**src/rtl/sdram_arbit_if.sv**
```systemverilog
// SDRAM pin bundle between the command arbiter and the top-level pad/tristate logic.
//   sdram_cke                               clock enable
//   sdram_cs_n/ras_n/cas_n/we_n             command pins
//   sdram_bank[1:0], sdram_addr[11:0]       bank and address pins
//   sdram_dq_out[15:0], sdram_dq_oe         write data and tristate enable
//   sdram_dq_in[15:0]                       data returned from the tristate
// master: the arbiter driving the pins; slave: the pad side.
interface sdram_arbit_if;
    logic        sdram_cke;
    logic        sdram_cs_n;
    logic        sdram_ras_n;
    logic        sdram_cas_n;
    logic        sdram_we_n;
    logic [1:0]  sdram_bank;
    logic [11:0] sdram_addr;
    logic [15:0] sdram_dq_out;
    logic        sdram_dq_oe;
    logic [15:0] sdram_dq_in;

    modport master (
        output sdram_cke, sdram_cs_n, sdram_ras_n, sdram_cas_n, sdram_we_n,
        output sdram_bank, sdram_addr, sdram_dq_out, sdram_dq_oe,
        input  sdram_dq_in
    );

    modport slave (
        input  sdram_cke, sdram_cs_n, sdram_ras_n, sdram_cas_n, sdram_we_n,
        input  sdram_bank, sdram_addr, sdram_dq_out, sdram_dq_oe,
        output sdram_dq_in
    );
endinterface

```
**src/rtl/sdram_arbit.sv**
```systemverilog
// SDRAM command arbiter and pin driver.
// Owns the auto-refresh interval timer, grants the bus to one engine at a time
// (refresh > write > read) and registers the owner's command/address/bank/data
// onto the SDRAM pins.
//   clk, rst                  clock and synchronous active-high reset
//   flag_init_end, init_*     init engine done flag and command/address
//   ref_req/ref_en, ref_*     refresh due, refresh grant, refresh engine bus
//   wr_req/wr_en, wr_*        write request/grant, write engine bus and data
//   rd_req/rd_en, rd_*        read request/grant, read engine bus
//   rd_data                   sdram_dq_in registered every cycle
//   sdram                     SDRAM pin bundle (master side)
module sdram_arbit #(
    parameter int unsigned REF_PERIOD = 780,
    parameter int unsigned REF_W      = 10
) (
    input  logic        clk,
    input  logic        rst,
    input  logic        flag_init_end,
    input  logic [3:0]  init_cmd,
    input  logic [11:0] init_addr,
    output logic        ref_req,
    output logic        ref_en,
    input  logic        flag_ref_end,
    input  logic [3:0]  ref_cmd,
    input  logic [11:0] ref_addr,
    input  logic        wr_req,
    output logic        wr_en,
    input  logic        flag_wr_end,
    input  logic [3:0]  wr_cmd,
    input  logic [11:0] wr_addr,
    input  logic [1:0]  wr_bank,
    input  logic [15:0] wr_data,
    input  logic        rd_req,
    output logic        rd_en,
    input  logic        flag_rd_end,
    input  logic [3:0]  rd_cmd,
    input  logic [11:0] rd_addr,
    input  logic [1:0]  rd_bank,
    output logic [15:0] rd_data,
    sdram_arbit_if.master sdram
);

    localparam int unsigned CMD_W  = 4;
    localparam int unsigned ADDR_W = 12;
    localparam int unsigned BANK_W = 2;
    localparam int unsigned DQ_W   = 16;

    localparam logic [CMD_W-1:0] CMD_NOP  = 4'b0111;
    localparam logic [REF_W-1:0] REF_LAST = REF_W'(REF_PERIOD - 1);

    typedef enum logic [4:0] {
        S_INIT  = 5'b00001,
        S_ARBIT = 5'b00010,
        S_AREF  = 5'b00100,
        S_WRITE = 5'b01000,
        S_READ  = 5'b10000
    } state_t;

    state_t              state_q,   state_d;
    logic [REF_W-1:0]    ref_cnt_q, ref_cnt_d;
    logic                ref_req_q, ref_req_d;
    logic                ref_wrap;
    logic                cke_q,     cke_d;
    logic [CMD_W-1:0]    cmd_q,     cmd_d;
    logic [BANK_W-1:0]   bank_q,    bank_d;
    logic [ADDR_W-1:0]   addr_q,    addr_d;
    logic [DQ_W-1:0]     dq_out_q,  dq_out_d;
    logic                dq_oe_q,   dq_oe_d;
    logic [DQ_W-1:0]     rd_data_q, rd_data_d;

    // Next state, refresh timer and pin mux.
    always_comb begin
        state_d   = state_q;
        ref_cnt_d = ref_cnt_q;
        ref_req_d = ref_req_q;
        ref_wrap  = 1'b0;
        cke_d     = 1'b1;
        cmd_d     = CMD_NOP;
        bank_d    = '0;
        addr_d    = '0;
        dq_out_d  = wr_data;
        dq_oe_d   = (state_q == S_WRITE);
        rd_data_d = sdram.sdram_dq_in;

        // Owner holds the bus until its own end flag; others are ignored.
        case (state_q)
            S_INIT:  if (flag_init_end) state_d = S_ARBIT;
            S_ARBIT: begin
                if (ref_req_q)   state_d = S_AREF;
                else if (wr_req) state_d = S_WRITE;
                else if (rd_req) state_d = S_READ;
            end
            S_AREF:  if (flag_ref_end) state_d = S_ARBIT;
            S_WRITE: if (flag_wr_end)  state_d = S_ARBIT;
            S_READ:  if (flag_rd_end)  state_d = S_ARBIT;
            default: state_d = S_INIT;
        endcase

        // Free-running interval timer, parked at 0 until init completes.
        if (state_q == S_INIT) begin
            ref_cnt_d = '0;
        end else if (ref_cnt_q == REF_LAST) begin
            ref_cnt_d = '0;
            ref_wrap  = 1'b1;
        end else begin
            ref_cnt_d = ref_cnt_q + REF_W'(1);
        end

        // A wrap while already pending collapses into the one request.
        if (ref_wrap)
            ref_req_d = 1'b1;
        else if (state_q == S_ARBIT && state_d == S_AREF)
            ref_req_d = 1'b0;

        case (state_q)
            S_INIT: begin
                cmd_d  = init_cmd;
                addr_d = init_addr;
            end
            S_AREF: begin
                cmd_d  = ref_cmd;
                addr_d = ref_addr;
            end
            S_WRITE: begin
                cmd_d  = wr_cmd;
                addr_d = wr_addr;
                bank_d = wr_bank;
            end
            S_READ: begin
                cmd_d  = rd_cmd;
                addr_d = rd_addr;
                bank_d = rd_bank;
            end
            default: ;
        endcase
    end

    // State, timer and pin registers.
    always_ff @(posedge clk) begin
        if (rst) begin
            state_q   <= S_INIT;
            ref_cnt_q <= '0;
            ref_req_q <= 1'b0;
            cke_q     <= 1'b0;
            cmd_q     <= CMD_NOP;
            bank_q    <= '0;
            addr_q    <= '0;
            dq_out_q  <= '0;
            dq_oe_q   <= 1'b0;
            rd_data_q <= '0;
        end else begin
            state_q   <= state_d;
            ref_cnt_q <= ref_cnt_d;
            ref_req_q <= ref_req_d;
            cke_q     <= cke_d;
            cmd_q     <= cmd_d;
            bank_q    <= bank_d;
            addr_q    <= addr_d;
            dq_out_q  <= dq_out_d;
            dq_oe_q   <= dq_oe_d;
            rd_data_q <= rd_data_d;
        end
    end

    assign ref_req = ref_req_q;
    assign ref_en  = (state_q == S_AREF);
    assign wr_en   = (state_q == S_WRITE);
    assign rd_en   = (state_q == S_READ);
    assign rd_data = rd_data_q;

    assign sdram.sdram_cke    = cke_q;
    assign sdram.sdram_cs_n   = cmd_q[3];
    assign sdram.sdram_ras_n  = cmd_q[2];
    assign sdram.sdram_cas_n  = cmd_q[1];
    assign sdram.sdram_we_n   = cmd_q[0];
    assign sdram.sdram_bank   = bank_q;
    assign sdram.sdram_addr   = addr_q;
    assign sdram.sdram_dq_out = dq_out_q;
    assign sdram.sdram_dq_oe  = dq_oe_q;

endmodule

```
**src/flat_wrapper.sv**
```systemverilog
// flat-port wrapper written by rule: the top's interface ports become plain ports
module sdram_arbit_flat 
#(
    parameter int unsigned REF_PERIOD = 780,
    parameter int unsigned REF_W      = 10
)
  (clk, rst, flag_init_end, init_cmd, init_addr, ref_req, ref_en, flag_ref_end, ref_cmd, ref_addr, wr_req, wr_en, flag_wr_end, wr_cmd, wr_addr, wr_bank, wr_data, rd_req, rd_en, flag_rd_end, rd_cmd, rd_addr, rd_bank, rd_data, sdram_sdram_cke, sdram_sdram_cs_n, sdram_sdram_ras_n, sdram_sdram_cas_n, sdram_sdram_we_n, sdram_sdram_bank, sdram_sdram_addr, sdram_sdram_dq_out, sdram_sdram_dq_oe, sdram_sdram_dq_in);
  sdram_arbit_if sdram_i ();
  input  logic clk;
  input  logic rst;
  input  logic flag_init_end;
  input  logic [3:0] init_cmd;
  input  logic [11:0] init_addr;
  output logic ref_req;
  output logic ref_en;
  input  logic flag_ref_end;
  input  logic [3:0] ref_cmd;
  input  logic [11:0] ref_addr;
  input  logic wr_req;
  output logic wr_en;
  input  logic flag_wr_end;
  input  logic [3:0] wr_cmd;
  input  logic [11:0] wr_addr;
  input  logic [1:0] wr_bank;
  input  logic [15:0] wr_data;
  input  logic rd_req;
  output logic rd_en;
  input  logic flag_rd_end;
  input  logic [3:0] rd_cmd;
  input  logic [11:0] rd_addr;
  input  logic [1:0] rd_bank;
  output logic [15:0] rd_data;
  output wire logic [$bits(sdram_i.sdram_cke)-1:0] sdram_sdram_cke;
  output wire logic [$bits(sdram_i.sdram_cs_n)-1:0] sdram_sdram_cs_n;
  output wire logic [$bits(sdram_i.sdram_ras_n)-1:0] sdram_sdram_ras_n;
  output wire logic [$bits(sdram_i.sdram_cas_n)-1:0] sdram_sdram_cas_n;
  output wire logic [$bits(sdram_i.sdram_we_n)-1:0] sdram_sdram_we_n;
  output wire logic [$bits(sdram_i.sdram_bank)-1:0] sdram_sdram_bank;
  output wire logic [$bits(sdram_i.sdram_addr)-1:0] sdram_sdram_addr;
  output wire logic [$bits(sdram_i.sdram_dq_out)-1:0] sdram_sdram_dq_out;
  output wire logic [$bits(sdram_i.sdram_dq_oe)-1:0] sdram_sdram_dq_oe;
  input wire logic [$bits(sdram_i.sdram_dq_in)-1:0] sdram_sdram_dq_in;
  assign sdram_sdram_cke = sdram_i.sdram_cke;
  assign sdram_sdram_cs_n = sdram_i.sdram_cs_n;
  assign sdram_sdram_ras_n = sdram_i.sdram_ras_n;
  assign sdram_sdram_cas_n = sdram_i.sdram_cas_n;
  assign sdram_sdram_we_n = sdram_i.sdram_we_n;
  assign sdram_sdram_bank = sdram_i.sdram_bank;
  assign sdram_sdram_addr = sdram_i.sdram_addr;
  assign sdram_sdram_dq_out = sdram_i.sdram_dq_out;
  assign sdram_sdram_dq_oe = sdram_i.sdram_dq_oe;
  assign sdram_i.sdram_dq_in = sdram_sdram_dq_in;
  sdram_arbit #(.REF_PERIOD(REF_PERIOD), .REF_W(REF_W)) u_core (.clk(clk), .rst(rst), .flag_init_end(flag_init_end), .init_cmd(init_cmd), .init_addr(init_addr), .ref_req(ref_req), .ref_en(ref_en), .flag_ref_end(flag_ref_end), .ref_cmd(ref_cmd), .ref_addr(ref_addr), .wr_req(wr_req), .wr_en(wr_en), .flag_wr_end(flag_wr_end), .wr_cmd(wr_cmd), .wr_addr(wr_addr), .wr_bank(wr_bank), .wr_data(wr_data), .rd_req(rd_req), .rd_en(rd_en), .flag_rd_end(flag_rd_end), .rd_cmd(rd_cmd), .rd_addr(rd_addr), .rd_bank(rd_bank), .rd_data(rd_data), .sdram(sdram_i));
endmodule
```
**config.mk**
```make
export PLATFORM = sky130hd
export DESIGN_NAME = sdram_arbit_flat
export DESIGN_NICKNAME = d
export VERILOG_FILES = /design/src/rtl/sdram_arbit_if.sv /design/src/rtl/sdram_arbit.sv /design/src/flat_wrapper.sv
export SDC_FILE = /design/constraint.sdc
export NUM_CORES = 1
export LEC_CHECK = 0
export ABC_AREA = 1
export CORE_UTILIZATION = 39
export CTS_BUF_LIST = sky130_fd_sc_hd__clkbuf_4 sky130_fd_sc_hd__clkbuf_8
export CTS_CLUSTER_SIZE = 30
export DETAILED_ROUTE_END_ITERATION = 10
export PLACE_DENSITY = 0.89
export SYNTH_ARGS = -nofsm -noshare
export SYNTH_HDL_FRONTEND = slang
export SYNTH_SLANG_ARGS = --single-unit
```
**constraint.sdc**
```tcl
create_clock -name clk -period 1.85 [get_ports clk]
set_clock_uncertainty 0.15 [all_clocks]
set_input_delay 0.37 -clock clk [delete_from_list [all_inputs] [get_ports clk]]
set_output_delay 0.37 -clock clk [all_outputs]
set_load 0.01 [all_outputs]
```
# == Word level (Yosys, flattened, before mapping) ==
# Index checks and enable logic that the tools add are counted.
# classes
add_sub_neg,1
n_eq_ne,7
muxes,16
n_reduce_logical,3
# ops
cell,n
$pmux 12 s4,1
$mux 5,7
$pmux 5 s5,1
$pmux 4 s4,1
$add 10x1->10 const B,1
$eq 10x10->1 const B,1
$eq 5x3->1 const B,2
$eq 5x1->1 const B,1
$eq 5x2->1 const B,1
$eq 5x4->1 const B,1
$eq 5x5->1 const B,1
$mux 1,5
$pmux 2 s2,1
$reduce_or 3->1,1
$reduce_bool 2->1,1
$logic_and 1x1->1,1
# word_totals
register_bits,68
inputBits,108
output_inout_bits,56
word_cells,37

# == Depth between registers and ports, before layout ==
# Gate-level depths: netlist of the first run.
# logic_depth
word_depth,8
ltp_mapped,9
mapped_depth_nobuf,8

# == Worst setup path before layout of the first run ==
# Ideal clock, no wire load.
# synth_path
kind,register -> output
start,reg u_core.state_q[2]
end,out rd_en
arrival_time_ps,886
t_required_ps,1330
path_slack_ps,444
path_stages_with_launch,6
n_path_buf,2
cell_sequence,dfxtp_1 -> buf_6 -> nor2_4 -> nand3_4 -> inv_4 -> buf_6
# synth_via
elab_chain_len,1
# synth_rtl
element,line,source
from (decl),sdram_arbit.sv:59,"state_t state_q, state_d;"
from (signal assigned),sdram_arbit.sv:152,state_q <= state_d;
$eq 5x5->1,sdram_arbit.sv:168,assign rd_en = (state_q == S_READ);
to (decl),flat_wrapper.sv:27,output logic rd_en;
# Every way passes these cells.

# == Worst setup path in the final report of the first run ==
# layout_path
start,"reg u_core.ref_req_q, in the netlist u_core.ref_req"
end,out ref_req
# layout_rtl
element,line,source
from (decl),sdram_arbit.sv:61,"logic ref_req_q, ref_req_d;"
from (signal assigned),sdram_arbit.sv:154,ref_req_q <= ref_req_d;
to (decl),flat_wrapper.sv:14,output logic ref_req;
# No word-level cell between the ends.

==> out/qor.csv, run 1 <==
stage;metric;value;unit
logic_synthesis;ys async rst share;0;%
worst_hold_path;Hold Path Class;in -> reg;
global_routing;grt met1 use;21.76;%
logic_synthesis;Synth Register Bits;68;
global_routing;Tot GR Track Use;22.96;%
worst_setup_path;flop2flop setup slack;210;ps
clock_tree;clk_lat worst skew;340;ps
power;LEAKAGE;2.170;nW
placed_design;Port Buffers;163;
routing;1st-iter DRT viols;101;
worst_setup_path;CP max stage delay;560;ps
logic_synthesis;ranking of synthesized cells by area;dfxtp_1 48%, nor2_1 11%, nand2_1 10%, inv_1 8.1%, nand4_1 4.2%;
clock_tree;Post-CTS Hold Fix Bufs;0;
timing;unrepaired setup endpoints after global routing;false;
final_layout;most frequent cells in the layout;159 x clkdlybuf4s50_1, 85 x nor2_1, 77 x nand2_1;
timing;max_slew headroom;78.77;%
timing;# setup viols final;0;
power;total power density per cell area;736.9;nW/um^2
worst_setup_path;Crit path buffers/inverters;1;
die;Starting Density;41.03;%
global_routing;pin count of the biggest net entering global routing;33;
routing;final wirelength;8500;microns
clock_tree;TritonCTS Buffers;9;
routing;via count;3077;
die;core box area;6907;sq um
clock_tree;Clock transition at path regs;80;ps
placed_design;Setup WS pre-CTS;-31.51;ps
die;I/O Pins;164;
logic_synthesis;Synth Warn #;0;
placed_design;routability cong.;0.8285;
final_layout;antenna cells;0;
logic_synthesis;post-synthesis sequential area ratio;48.04;%
worst_setup_path;critical path required time;1330;ps
worst_setup_path;cells along the critical path;clkdlybuf4s50_1;
routing;via density per instance;4.599;
die;DIE HEIGHT;87.25;microns
logic_synthesis;Avg Cell Area, Syn;7.304;sq um
global_routing;global-route wire length before repair;13320;microns
timing;Worst Setup Slack, final;57.42;ps
die;Rows;30;
worst_setup_path;reg-to-reg startpoint;u_core.state_q[4];
timing;Peak Freq;557.9;MHz
logic_synthesis;synth unique cells;26;
logic_synthesis;Main synth FF type;dfxtp_1;
logic_synthesis;syn nets;497;
clock_tree;clk buf depth;2;
worst_setup_path;Worst setup SP type;register;
routing;DRT Pass-1 Iters;4;
worst_setup_path;worst flop-to-flop path endpoint;u_core.cmd_q[0];
flow_run;Max-cap violations;0;
worst_hold_path;Worst Hold Path EP;u_core.sdram.sdram_addr[8];
final_layout;Design Area, Final;4866;sq um
global_routing;vias in the first global route;3120;
final_layout;share of layout cells above drive strength 1;10.65;%
timing;final period utilization;96.90;%
logic_synthesis;dominant cell type by area after synthesis;dfxtp_1;
logic_synthesis;Yosys top cell area share;48.04;%
placed_design;Final HPWL DP;6559;microns
final_layout;Nets;677;
logic_synthesis;Post-Syn Area;2834;sq um
clock_tree;clock sink count;68;
routing;ANT nets after route;0;
worst_setup_path;critical path capture point type;output port;
final_layout;commonest non-fill, non-tap cell in the layout;clkdlybuf4s50_1;
worst_hold_path;hold_sp;rst;
worst_setup_path;maximum fanout along the worst path;5;
worst_hold_path;Worst Hold Depth;2;
timing;Final Slew Violations;0;
worst_setup_path;slowest CP cell;clkdlybuf4s50_1;
final_layout;final cell count without fillers;669;
routing;DRC Markers;0;
logic_synthesis;post-synthesis instance total;388;
worst_setup_path;Crit path max-delay family;buffers and inverters;
worst_setup_path;FF-to-FF path depth;7;
die;die footprint;7612;sq um
placed_design;placed instance count;648;
routing;WL/cell;12.71;microns
clock_tree;CTS tree;done;
status;outcome;finished, final reports clean;
power;VDD IR max;409.2;uV
clock_tree;H-tree levels;3;
worst_setup_path;crit path DAT;1270;ps
global_routing;GRT busiest layer;met2;
worst_setup_path;Setup crit start;u_core.ref_req;
timing;final hold viol count;0;
die;Die Wd;87.25;microns
global_routing;grt total ovfl;0;
timing;minimum clock period;1793;ps
final_layout;Layout Utilization;70.45;%
timing;pin slew with the least headroom to its limit;318.5;ps
clock_tree;Root Driver;clkbuf_8;
global_routing;antenna violations before repair;0;
timing;Setup TNS;0;ps
logic_synthesis;Post-synth EDFFs;0;
global_routing;met3 global-route usage;8.152;%
worst_setup_path;crit path kind;reg -> out;
global_routing;routing usage on met2;44.03;%
placed_design;dpl cell area;4596;sq um
final_layout;Area growth, synth to finish;71.70;%
## how the worst max path moves through the flow
stage,end,cells after the start,slack [ps]
2_1_floorplan,rd_en,5,440
3_3_place_gp,wr_en,5,20
3_5_place_dp,wr_en,5,-30
4_1_cts,rd_en,5,20
5_1_grt,ref_req,1,10
6_report,ref_req,1,60
## where the power goes
group	internal [mW]	total [mW]	switching [mW]
clock	0.768	1.35	0.584
combinational	0.404	0.663	0.259
sequential	1.54	1.57	0.0292
total	2.71	3.59	0.872
## routing by layer
layer | up-vias | wire (microns)
met1 | 1372 | 3160
met3 | 18 | 626
li1 | 1536 | -
met2 | 151 | 4537
met4 | 0 | 176
met5 | - | 0
## registers in the layout (all words and copies together), names as in the netlist
register                   flops
u_core.sdram.sdram_bank        2
u_core.rd_data                16
u_core.cmd_q                   4
u_core.sdram.sdram_dq_oe       1
u_core.state_q                 5
u_core.sdram.sdram_dq_out     16
u_core.sdram.sdram_addr       12
u_core.ref_cnt_q              10
u_core.ref_req                 1
u_core.sdram.sdram_cke         1
## logic make-up (layout without fill, tap and decap cells)
logic type	after synthesis	after routing	synth area share, %
and+or+nand+nor	207	207	32.49
xor gates and xnor gates	7	7	2.163
buffers and inverters	81	266	12.54
adders and majority gates	1	1	0.4414
DFF	68	68	48.04
AOI/OAI and AO/OA	24	24	4.327
## final cells by class
class,instances,area (sq um)
clock buffers,9,123.9
clock inverters,7,98.84
fillers,565,2041
inverters,66,252.7
multi-input cells,239,1125
flip-flops and latches,68,1368
well taps,96,120.1
repair buffers,184,1778
## stage by stage
step | hold slack, ps | total power [mW]
final | 202.8 | 3.586
after global routing | 193.6 | 3.734
after CTS | 190.2 | 3.609
after detailed placement | 326.6 | 2.241
after global placement | 312.2 | 2.224
after floorplan | 291.1 | 1.824
## synthesized netlist by cell type, types with 4 or more instances
| cell | number |
|---|---|
| nand4_1 | 19 |
| o21ai_0 | 20 |
| nand3_1 | 11 |
| buf_6 | 5 |
| inv_1 | 61 |
| xnor2_1 | 4 |
| clkbuf_1 | 5 |
| nor2_1 | 85 |
| dfxtp_1 | 68 |
| nand2_1 | 77 |
## what timing repair did
action / 4_1_cts / 5_1_grt
pin swaps: 1 / 0
resized for setup: 16 / 4
endpoints found under the setup margin: 4 / 3
buffers inserted: 6 / 0
gates cloned: 0 / 0
Power figures use the tool's default switching activity.
==> run 2, diff against run 1 <==
--- a/config.mk
+++ b/config.mk
@@ -6,6 +6,7 @@
 export NUM_CORES = 1
 export LEC_CHECK = 0
 export ABC_AREA = 1
+export CORE_ASPECT_RATIO = 0.7
 export CORE_UTILIZATION = 39
 export CTS_BUF_LIST = sky130_fd_sc_hd__clkbuf_4 sky130_fd_sc_hd__clkbuf_8
 export CTS_CLUSTER_SIZE = 30
==> run 2 against run 1 <==
  * First-iteration DRC count increased by 30%
  * Critical path type unchanged
  * Via count decreased by 0.49%
  * Register-to-register slack got worse by 60 ps
  * Worst setup slack improved by 32 ps
==> out/qor.csv, run 2 (synthesized netlist as in run 1, its figures left out) <==
stage;metric;value;unit
clock_tree;clock sink count;68;
final_layout;Layout Utilization;70.62;%
global_routing;global-route wire length before repair;13570;microns
routing;DRC Markers;0;
global_routing;grt total ovfl;0;
timing;# setup viols final;0;
routing;final wirelength;8521;microns
worst_setup_path;crit path kind;reg -> out;
die;die footprint;7617;sq um
global_routing;antenna violations before repair;0;
clock_tree;TritonCTS Buffers;9;
placed_design;Setup WS pre-CTS;-37.91;ps
global_routing;vias in the first global route;3034;
die;DIE HEIGHT;73.32;microns
placed_design;dpl cell area;4593;sq um
timing;final period utilization;95.18;%
timing;Final Slew Violations;0;
worst_setup_path;CP max stage delay;340;ps
timing;pin slew with the least headroom to its limit;314.7;ps
placed_design;routability cong.;0.9278;
worst_setup_path;cells along the critical path;nor2_4, buf_4, nand3_2, inv_2, buf_2;
routing;1st-iter DRT viols;131;
worst_setup_path;slowest CP cell;dfxtp_2;
final_layout;Nets;679;
final_layout;Area growth, synth to finish;71.48;%
routing;via count;3062;
clock_tree;Clock transition at path regs;80;ps
timing;unrepaired setup endpoints after global routing;false;
die;core box area;6882;sq um
timing;Worst Setup Slack, final;89.08;ps
timing;final hold viol count;0;
clock_tree;clk_lat worst skew;340;ps
die;Die Wd;103.9;microns
routing;via density per instance;4.577;
power;total power density per cell area;740.5;nW/um^2
timing;max_slew headroom;78.94;%
die;I/O Pins;164;
power;VDD IR max;591.4;uV
global_routing;Tot GR Track Use;22.93;%
clock_tree;Root Driver;clkbuf_8;
timing;Setup TNS;0;ps
worst_setup_path;critical path required time;1330;ps
worst_setup_path;critical path capture point type;output port;
clock_tree;clk buf depth;2;
worst_hold_path;Hold Path Class;in -> reg;
timing;minimum clock period;1761;ps
placed_design;Final HPWL DP;6655;microns
placed_design;Port Buffers;163;
final_layout;Design Area, Final;4860;sq um
final_layout;antenna cells;0;
global_routing;pin count of the biggest net entering global routing;25;
routing;WL/cell;12.74;microns
worst_setup_path;maximum fanout along the worst path;3;
clock_tree;H-tree levels;3;
clock_tree;Post-CTS Hold Fix Bufs;0;
timing;Peak Freq;567.9;MHz
die;Starting Density;41.18;%
status;outcome;finished, final reports clean;
worst_setup_path;Worst setup SP type;register;
die;Rows;25;
routing;ANT nets after route;0;
final_layout;most frequent cells in the layout;158 x clkdlybuf4s50_1, 85 x nor2_1, 77 x nand2_1;
final_layout;final cell count without fillers;669;
placed_design;placed instance count;646;
routing;DRT Pass-1 Iters;4;
worst_setup_path;crit path DAT;1240;ps
final_layout;commonest non-fill, non-tap cell in the layout;clkdlybuf4s50_1;
final_layout;share of layout cells above drive strength 1;10.78;%
clock_tree;CTS tree;done;
flow_run;Max-cap violations;0;
power;LEAKAGE;2.189;nW
run 2: worst max-delay path: cells and delay by family, from the launching register on:
| family | cells | cell delay (ps) |
|---|---|---|
| simple gates | 2 | 230 |
| buf+inv | 3 | 350 |
| flops | 1 | 340 |
run 2: what timing repair did:
item	4_1_cts	5_1_grt
pin swaps	1	1
hold endpoints to repair	0	0
setup endpoints to repair	4	2
setup buffers	6	1
resized for setup	13	3
run 2: metrics by stage:
| stage | total power, mW | hold slack, ps |
|---|---|---|
| floorplan | 1.824 | 291.1 |
| global placement | 2.224 | 318.6 |
| detailed placement | 2.238 | 330.8 |
| CTS | 3.621 | 182.3 |
| global route | 3.750 | 187.2 |
| finish | 3.599 | 193.7 |
run 2: metal layers:
metal,share of wire (%),wire length (microns),up-vias,GRT usage [%]
met3,7.7,653,15,9.317
met4,1.5,125,0,5.714
met5,0,0,-,0
met1,41,3511,1375,24.63
li1,-,-,1543,-
met2,50,4230,129,42.67
run 2: area by class of cell:
| cell class | instances | area (sq um) |
|---|---|---|
| Sequential cell | 68 | 1366 |
| Clock inverter | 6 | 87.58 |
| Inverter | 66 | 250.2 |
| Timing Repair Buffer | 186 | 1783 |
| Tap cell | 94 | 117.6 |
| Fill cell | 536 | 2022 |
| Multi-Input combinational cell | 239 | 1117 |
| Clock buffer | 10 | 137.6 |
run 2: where the power goes:
part	switching (mW)	total [mW]	internal, mW
Combinational	0.256	0.662	0.406
Clock	0.570	1.37	0.796
Sequential	0.0286	1.57	1.54
Total	0.855	3.60	2.74
run 2: worst paths after layout:
path / start / endpoint / slack [ps] / depth (start not counted)
min reg2reg: u_core.ref_cnt_q[0] / u_core.ref_cnt_q[0] / 350 / 1
min: rst / u_core.sdram.sdram_addr[11] / 190 / 2
max: u_core.state_q[0] / wr_en / 90 / 5
max reg2reg: u_core.state_q[4] / u_core.sdram.sdram_addr[1] / 150 / 7
